[config.mk]
export PLATFORM = sky130hd
export DESIGN_NAME = decode_queue
export DESIGN_NICKNAME = d
export VERILOG_FILES = /design/src/rtl/decode_queue.sv
export SDC_FILE = /design/constraint.sdc
export NUM_CORES = 1
export LEC_CHECK = 0
export ABC_AREA = 0
export CORE_AREA = 2 2 225 227
export DETAILED_ROUTE_END_ITERATION = 7
export DIE_AREA = 0 0 227 229
export GPL_TIMING_DRIVEN = 0
export HOLD_SLACK_MARGIN = 0.08
export PLACE_DENSITY = 0.6
export SLEW_MARGIN = 20
export SYNTH_ARGS = -nofsm -noshare
export SYNTH_HDL_FRONTEND = slang
export SYNTH_SLANG_ARGS = --single-unit
[constraint.sdc]
create_clock -name clk -period 5 [get_ports clk]
set_input_delay 1 -clock clk [delete_from_list [all_inputs] [get_ports clk]]
set_output_delay 1 -clock clk [all_outputs]
set_load 0.05 [all_outputs]
[src/rtl/decode_queue.sv]
// MIPS32 decode stage: DEPTH-entry instruction FIFO feeding a registered decoded record; 2-edge latency, 1/cycle.
// in_ready depends only on FIFO occupancy and flush; a stalled record holds while the FIFO keeps filling.
module decode_queue #(
    parameter int DEPTH   = 4,
    parameter int PC_W    = 32,
    parameter int EXT_OPS = 1
) (
    input  logic                   clk,
    input  logic                   rst_n,
    input  logic                   flush,
    input  logic                   in_valid,
    output logic                   in_ready,
    input  logic [31:0]            in_instr,
    input  logic [PC_W-1:0]        in_pc,
    output logic                   out_valid,
    input  logic                   out_ready,
    output logic [PC_W-1:0]        out_pc,
    output logic [13:0]            out_op,
    output logic [4:0]             out_rs,
    output logic [4:0]             out_rt,
    output logic [4:0]             out_rd,
    output logic                   out_rs_valid,
    output logic                   out_rt_valid,
    output logic                   out_rd_valid,
    output logic [5:0]             out_funct,
    output logic [31:0]            out_imm32,
    output logic [25:0]            out_jtarget,
    output logic                   out_illegal,
    output logic [$clog2(DEPTH):0] count
);
    localparam int AW = $clog2(DEPTH);
    localparam int CW = AW + 1;
    localparam logic [CW-1:0] FULL = CW'(DEPTH);
    localparam bit EXT = (EXT_OPS != 0);

    localparam int OP_ALU   = 0;
    localparam int OP_ORI   = 1;
    localparam int OP_LUI   = 2;
    localparam int OP_LW    = 3;
    localparam int OP_SW    = 4;
    localparam int OP_BEQ   = 5;
    localparam int OP_J     = 6;
    localparam int OP_JAL   = 7;
    localparam int OP_JR    = 8;
    localparam int OP_SYS   = 9;
    localparam int OP_ADDIU = 10;
    localparam int OP_BNE   = 11;
    localparam int OP_SLT   = 12;
    localparam int OP_JALR  = 13;

    // Which op flags make each field meaningful
    localparam logic [13:0] RS_MASK    = 14'h3D3B;
    localparam logic [13:0] RT_MASK    = 14'h1C3F;
    localparam logic [13:0] RD_MASK    = 14'h3001;
    localparam logic [13:0] RTYPE_MASK = 14'h3301;
    localparam logic [13:0] SEXT_MASK  = 14'h0C38;

    logic [31:0]     mem_instr [DEPTH];
    logic [PC_W-1:0] mem_pc    [DEPTH];
    logic [AW-1:0]   wr_ptr, rd_ptr;
    logic            push, pop;
    logic [31:0]     head;
    logic [PC_W-1:0] head_pc;

    logic [13:0] d_op;
    logic        d_rs_v, d_rt_v, d_rd_v;
    logic [4:0]  d_rs, d_rt, d_rd;
    logic [5:0]  d_funct;
    logic [31:0] d_imm;
    logic [25:0] d_jt;

    assign in_ready = (count < FULL) && !flush;
    assign push     = in_valid && in_ready;
    assign pop      = (count != '0) && (!out_valid || out_ready) && !flush;
    assign head     = mem_instr[rd_ptr];
    assign head_pc  = mem_pc[rd_ptr];

    always_ff @(posedge clk) begin
        if (push) begin
            mem_instr[wr_ptr] <= in_instr;
            mem_pc[wr_ptr]    <= in_pc;
        end
    end

    always_ff @(posedge clk or negedge rst_n) begin
        if (!rst_n) begin
            wr_ptr <= '0;
            rd_ptr <= '0;
            count  <= '0;
        end else if (flush) begin
            wr_ptr <= '0;
            rd_ptr <= '0;
            count  <= '0;
        end else begin
            if (push) wr_ptr <= wr_ptr + AW'(1);
            if (pop)  rd_ptr <= rd_ptr + AW'(1);
            count <= count + {{AW{1'b0}}, push} - {{AW{1'b0}}, pop};
        end
    end

    always_comb begin
        d_op = '0;
        if (head[31:26] == 6'h00) begin
            case (head[5:0])
                6'h21, 6'h23: d_op[OP_ALU]  = 1'b1;
                6'h08:        d_op[OP_JR]   = 1'b1;
                6'h0c:        d_op[OP_SYS]  = 1'b1;
                6'h2a:        d_op[OP_SLT]  = EXT;
                6'h09:        d_op[OP_JALR] = EXT;
                default:      d_op = '0;
            endcase
        end else begin
            case (head[31:26])
                6'h0d:   d_op[OP_ORI]   = 1'b1;
                6'h0f:   d_op[OP_LUI]   = 1'b1;
                6'h23:   d_op[OP_LW]    = 1'b1;
                6'h2b:   d_op[OP_SW]    = 1'b1;
                6'h04:   d_op[OP_BEQ]   = 1'b1;
                6'h02:   d_op[OP_J]     = 1'b1;
                6'h03:   d_op[OP_JAL]   = 1'b1;
                6'h05:   d_op[OP_BNE]   = EXT;
                6'h09:   d_op[OP_ADDIU] = EXT;
                default: d_op = '0;
            endcase
        end

        d_rs_v  = |(d_op & RS_MASK);
        d_rt_v  = |(d_op & RT_MASK);
        d_rd_v  = |(d_op & RD_MASK);
        d_rs    = d_rs_v ? head[25:21] : 5'd0;
        d_rt    = d_rt_v ? head[20:16] : 5'd0;
        d_rd    = d_rd_v ? head[15:11] : 5'd0;
        d_funct = (|(d_op & RTYPE_MASK)) ? head[5:0] : 6'd0;
        d_jt    = (d_op[OP_J] || d_op[OP_JAL]) ? head[25:0] : 26'd0;

        d_imm = '0;
        if (|(d_op & SEXT_MASK)) d_imm = {{16{head[15]}}, head[15:0]};
        else if (d_op[OP_ORI])   d_imm = {16'h0, head[15:0]};
        else if (d_op[OP_LUI])   d_imm = {head[15:0], 16'h0};
    end

    always_ff @(posedge clk or negedge rst_n) begin
        if (!rst_n) begin
            out_valid    <= 1'b0;
            out_pc       <= '0;
            out_op       <= '0;
            out_rs       <= '0;
            out_rt       <= '0;
            out_rd       <= '0;
            out_rs_valid <= 1'b0;
            out_rt_valid <= 1'b0;
            out_rd_valid <= 1'b0;
            out_funct    <= '0;
            out_imm32    <= '0;
            out_jtarget  <= '0;
            out_illegal  <= 1'b0;
        end else if (flush) begin
            out_valid <= 1'b0;
        end else if (pop) begin
            out_valid    <= 1'b1;
            out_pc       <= head_pc;
            out_op       <= d_op;
            out_rs       <= d_rs;
            out_rt       <= d_rt;
            out_rd       <= d_rd;
            out_rs_valid <= d_rs_v;
            out_rt_valid <= d_rt_v;
            out_rd_valid <= d_rd_v;
            out_funct    <= d_funct;
            out_imm32    <= d_imm;
            out_jtarget  <= d_jt;
            out_illegal  <= (d_op == '0);
        end else if (out_ready) begin
            out_valid <= 1'b0;
        end
    end
endmodule

==> impl_metrics.yaml, run 1 <==
cts:
  clock-sinks: 393
  tritoncts: "done"
  ctsResizeCount: 0
  cts_setup_buffers: 0
  clockRootBuffer: "clkbuf_16"
  worstSkewPairLatency_ps: 570
  path_clk_slew_ps: 60
  cts_max_path_buffers: 3
  ctsHtreeMaxLevel: 2
  cts_buffers: 44
  hold_buffers: 0
timing:
  min_period_ps: 4450
  slew_headroom: 0.428
  rsz0062_at_grt: "false"
  hold_violations: 0
  skew_ps: 13.6
  setup_tns_ps: 0
  tightest_slew_ps: 858
  fmax_mhz: 225
  period_share: 0.890
  drv_slew: 0
  setup_viol: 0
die:
  num_rows: 82
  fp.dieArea_um2: 52000
  initial_core_util: 0.297
  fp.dieW_um: 227
  core_um2: 49700
  io_pins: 203
  die_h_um: 229
synth:
  synth.distinct_cells: 49
  ys_ff_latch: 393
  synth_area_um2: 14800
  synthArstFlopShare: 0.349
  syn_avg_cell_area_um2: 16.7
  syn_inst: 881
  yosys_warnings: 0
  syn_nets: 957
  yosys_most_used_dff: "edfxtp_1"
  synth_edf_count: 256
  ys_seq_area_frac: 0.753
setup_path:
  cpMostUsedCell: "clkbuf_1"
  worstPathMaxFanout: 10
  max_stage_delay_ps: 650
  cp-end-kind: "flip-flop"
  cp.required_ps: 5420
  critPathBufInv: 7
  cp_top_family: "buffers and inverters"
  path_cells: "clkdlybuf4s50_1 > nor2b_1 > or3_1 > clkbuf_1 > clkinv_1 > clkbuf_1 > clkbuf_1 > ha_1 > inv_1 > ha_1 > inv_1 > fa_1 > xnor2_1 > nor2_1"
  slowest_stage: "clkbuf_1"
  worstSetupPathType: "in -> reg"
  startpoint_type: "primary input"
  cp.arrival_ps: 4870
flow_run:
  maxCapViolCount: 0
global_route:
  grt_max_degree: 76
  antenna_found_initial: 6
  grt_pass1_vias: 8780
  grt-ovfl-total: 0
  grt_usage: 0.143
  grt_pass1_wl_mm: 55.1
finish:
  multi_input_area_um2: 3410
  fin_nets: 1209
  syn2layout_area_growth_pct: 29.9
  seqCellArea_um2: 11100
  drive_above_1_share: 0.129
  fin_area_um2: 19200
  nFillCells: 4695
route:
  vias: 8456
  wire_per_inst_um: 20.1
  routed_wl_mm: 37.0
  firstDrtPassIters: 5
  route.detailed.drc: 0
  antenna_left: 0
  drtIter0Drc: 496
  vias_per_cell: 4.59
hold_path:
  hold_class: "in -> async"
power_and_ir_drop:
  p_leak_nw: 6.99
  irDropWorstVdd_uv: 362
  powerDensity_nw_per_um2: 566
placement:
  routabilityCongestion: 0.802
  placed_area_um2: 17800
  io_buffers: 201
  hpwl_mm: 25.4
status:
  status: "finished clean"
[cell families (layout without fill, tap and decap cells)]
logic type               Yosys count  in the layout  synth area share
flip-flops                       393            393             0.753
other                              0              3                 0
adder cells (fa/ha/maj)            7              7           0.00645
buffers and inverters             60            346            0.0170
AO/OA/AOI/OAI                    105            105            0.0498
AND/OR/NAND/NOR                  246            246            0.0715
XOR/XNOR                           5              5           0.00297
multiplexers                      65             65            0.0989
[Yosys cell counts (6+ instances only)]
cell type	count	area share
buf_2	8	0.0027
buf_1	7	0.0018
a22oi_1	6	0.0031
a22o_1	9	0.0053
nand2_1	194	0.049
nor3_1	6	0.0020
a221o_1	16	0.011
inv_1	14	0.0036
o21ai_1	9	0.0031
o21ai_0	45	0.015
nor2_1	10	0.0025
clkbuf_1	28	0.0071
edfxtp_1	256	0.52
ha_1	6	0.0051
mux4_2	62	0.095
dfrtp_1	137	0.23
[worst paths after layout]
path	slack, ps	cells past startpoint	from	endpoint
max	550	14	out_ready	count[2]$_DFF_PN0_
min	390	1	rst_n	out_jtarget[4]$_DFFE_PN0P_
max reg2reg	910	13	out_valid$_DFFE_PN0P_	count[2]$_DFF_PN0_
min reg2reg	480	2	out_pc[1]$_DFFE_PN0P_	out_pc[1]$_DFFE_PN0P_
max in group asynchronous	3810	2	rst_n	out_pc[4]$_DFFE_PN0P_
min in group clk	480	2	out_pc[1]$_DFFE_PN0P_	out_pc[1]$_DFFE_PN0P_
[final cells by class]
class	count	share of cell area
antenna	3	0.000392
tap	672	0.0439
timing repair buffer	206	0.112
inverter	15	0.00294
buffer	45	0.0101
multi-input combinational	428	0.178
sequential	393	0.580
clock inverter	20	0.00633
clock buffer	60	0.0661
[metrics by stage]
| step | util | instances | power [mW] | hold WS, ps | worst slack, ps |
|---|---|---|---|---|---|
| 5_1_grt | 0.386 | 1840 | 11.4 | 409 | 360 |
| 6_report | 0.386 | 1842 | 10.8 | 392 | 552 |
| 2_1_floorplan | - | 881 | 6.54 | 562 | 919 |
| 3_5_place_dp | 0.358 | 1759 | 7.91 | 462 | -115 |
| 4_1_cts | 0.386 | 1839 | 11.0 | 388 | 490 |
| 3_3_place_gp | 0.355 | 1754 | 7.86 | 461 | -3080 |
[routing by layer]
metal | vias up | share of wire | GRT usage
li1 | 3834 | - | -
met1 | 4304 | 0.43 | 0.186
met2 | 247 | 0.48 | 0.235
met3 | 63 | 0.065 | 0.0371
met4 | 8 | 0.022 | 0.0445
met5 | - | 0.0015 | 0
[where the power goes]
part | switching, mW | internal (mW) | total [mW]
clock network | 1.28 | 1.78 | 3.06
registers | 0.237 | 3.92 | 4.16
logic | 2.40 | 1.22 | 3.63
[placed cells by master, fill, tap and decap left out, types with 7 or more instances in the layout]
cell type / netlist / routed
a221o_1: 16 / 16
a22o_1: 9 / 9
buf_1: 7 / 7
buf_2: 8 / 8
clkbuf_1: 28 / 38
clkbuf_16: 0 / 48
clkdlybuf4s50_1: 0 / 200
clkinv_1: 1 / 7
clkinv_2: 0 / 7
dfrtp_1: 137 / 137
edfxtp_1: 256 / 256
inv_1: 14 / 14
mux4_2: 62 / 62
nand2_1: 194 / 194
nor2_1: 10 / 10
o21ai_0: 45 / 45
o21ai_1: 9 / 9
[state kept, by name, summed over array words and instances, names as in the netlist, 3 cells and up]
register     cells
count            3
mem_instr      128
mem_pc         128
out_funct        6
out_imm32       32
out_jtarget     26
out_op          14
out_pc          32
out_rd           5
out_rs           5
out_rt           5
[worst register-to-register path, stage by stage, from the launching register on]
cell and delay, ps:
dfrtp_1 430, nor2b_1 230, or3_1 380, clkbuf_1 230
clkinv_1 200, clkbuf_1 610, clkbuf_1 650, ha_1 370
inv_1 60, ha_1 130, inv_1 50, fa_1 410
xnor2_1 160, nor2_1 50
(Power assumes the default switching activity.)
==> run 2, diff against run 1 <==
--- a/config.mk
+++ b/config.mk
@@ -5,11 +5,9 @@
 export SDC_FILE = /design/constraint.sdc
 export NUM_CORES = 1
 export LEC_CHECK = 0
-export ABC_AREA = 0
 export CORE_AREA = 2 2 225 227
 export DETAILED_ROUTE_END_ITERATION = 7
 export DIE_AREA = 0 0 227 229
-export GPL_TIMING_DRIVEN = 0
 export HOLD_SLACK_MARGIN = 0.08
 export PLACE_DENSITY = 0.6
 export SLEW_MARGIN = 20
==> impl_metrics.yaml, run 2 (synthesis results as in run 1) <==
power_and_ir_drop:
  p_sw_frac: 0.353
  p_comb_frac: 0.314
  p_switching_mw: 3.86
  p_leak_nw: 6.96
  irDropWorstVdd_uv: 293
  clkPwrFrac: 0.297
  powerDensity_nw_per_um2: 574
  p_total_mw: 10.9
  p_int_mw: 7.07
  seqPwrFrac: 0.389
setup_path:
  cp.required_ps: 4000
  worstSetupPathType: "in -> out"
  cp.arrival_ps: 2880
  cp-end-kind: "primary output"
  r2r_end: "out_imm32[30]$_DFFE_PN0P_"
  worstPathMaxFanout: 10
  rrSetupSlack_ps: 1620
  startpoint_type: "primary input"
  r2r_cells: 5
  crit_start: "flush"
  r2r_start: "rd_ptr[0]$_DFFE_PN0P_"
  cp-endpoint: "in_ready"
placement:
  hpwl_mm: 22.7
  routabilityCongestion: 0.762
  placed_area_um2: 17600
  io_buffers: 202
  pre_cts_slack_ps: 1100
hold_path:
  hold_class: "reg -> reg"
  hold_depth: 2
cts:
  path_clk_slew_ps: 60
  tritoncts: "done"
  ctsResizeCount: 0
  ctsHtreeMaxLevel: 2
  clockRootBuffer: "clkbuf_16"
  clock-sinks: 393
  cts_max_path_buffers: 3
  cts_setup_buffers: 0
  hold_buffers: 0
  worstSkewPairLatency_ps: 560
  cts_buffers: 43
die:
  io_pins: 203
  die_h_um: 229
  fp.dieW_um: 227
  fp.dieArea_um2: 52000
  initial_core_util: 0.297
  num_rows: 82
  core_um2: 49700
timing:
  setup_tns_ps: 0
  rsz0062_at_grt: "false"
  tightest_slew_ps: 1080
  skew_ps: 20.0
  fmax_mhz: 258
  hold_violations: 0
  period_share: 0.775
  min_period_ps: 3880
  slew_headroom: 0.279
  drv_slew: 0
  setup_viol: 0
  layout_setup_ws_ps: 1120
route:
  vias: 8242
  firstDrtPassIters: 7
  antenna_left: 0
  vias_per_cell: 4.57
  routed_wl_mm: 35.7
  wire_per_inst_um: 19.8
  drtIter0Drc: 507
  route.detailed.drc: 0
global_route:
  grt_max_degree: 108
  grt_pass1_vias: 8744
  grt_usage: 0.139
  grt_pass1_wl_mm: 54.0
  grt-ovfl-total: 0
  antenna_found_initial: 6
finish:
  largestRegisters: "mem_instr x128, mem_pc x128"
  fin_area_um2: 19100
  fin_nets: 1172
  final_common_cell: "edfxtp_1"
  drive_above_1_share: 0.134
  syn2layout_area_growth_pct: 29.1
  layout_common_cells: "edfxtp_1, clkdlybuf4s50_1, nand2_1"
status:
  status: "finished clean"
flow_run:
  maxCapViolCount: 0
==> run 2: critical path, cell delays in order <==
cell,delay (ps)
clkdlybuf4s50_1,600
nor2_1,400
clkdlybuf4s50_1,870
==> run 2: final cells by class <==
cell class | instances | area [µm²]
repair buffers | 215 | 2160
flip-flops and latches | 393 | 11100
clock inverters | 27 | 303
well taps | 672 | 841
fillers | 4723 | 30600
diodes | 2 | 5.00
clock buffers | 53 | 1150
multi-input cells | 428 | 3410
inverters | 15 | 56.3
==> run 2: worst min path at each step <==
stage,to,startpoint
after floorplan,wr_ptr[0]$_DFFE_PN0P_,wr_ptr[0]$_DFFE_PN0P_
after global placement,out_funct[5]$_DFFE_PN0P_,out_funct[5]$_DFFE_PN0P_
after detailed placement,out_funct[5]$_DFFE_PN0P_,out_funct[5]$_DFFE_PN0P_
after CTS,out_funct[5]$_DFFE_PN0P_,out_funct[5]$_DFFE_PN0P_
after global routing,out_funct[4]$_DFFE_PN0P_,out_funct[4]$_DFFE_PN0P_
final,out_pc[31]$_DFFE_PN0P_,out_pc[31]$_DFFE_PN0P_
==> run 2: power groups by stage <==
stage / Sequential, mW / Combinational [mW] / Clock (mW)
global route: 4.31 / 3.66 / 3.48
global placement: 4.32 / 3.45 / 0
CTS: 4.27 / 3.50 / 3.36
finish: 4.25 / 3.43 / 3.25
floorplan: 5.26 / 1.29 / 0
detailed placement: 4.33 / 3.49 / 0
==> run 2: per-stage QoR <==
step                hold WS, ps  utilization  cells
detailed placement          458        0.354   1723
floorplan                   562            -    881
finish                      478        0.384   1805
global placement            457        0.354   1723
global route                498        0.384   1805
CTS                         480        0.384   1803
==> run 2: metal layers <==
layer / global-route usage / share of wire
met1: 0.178 / 0.43
met2: 0.230 / 0.48
met3: 0.0340 / 0.061
met4: 0.0472 / 0.023
met5: 0 / 0.0013
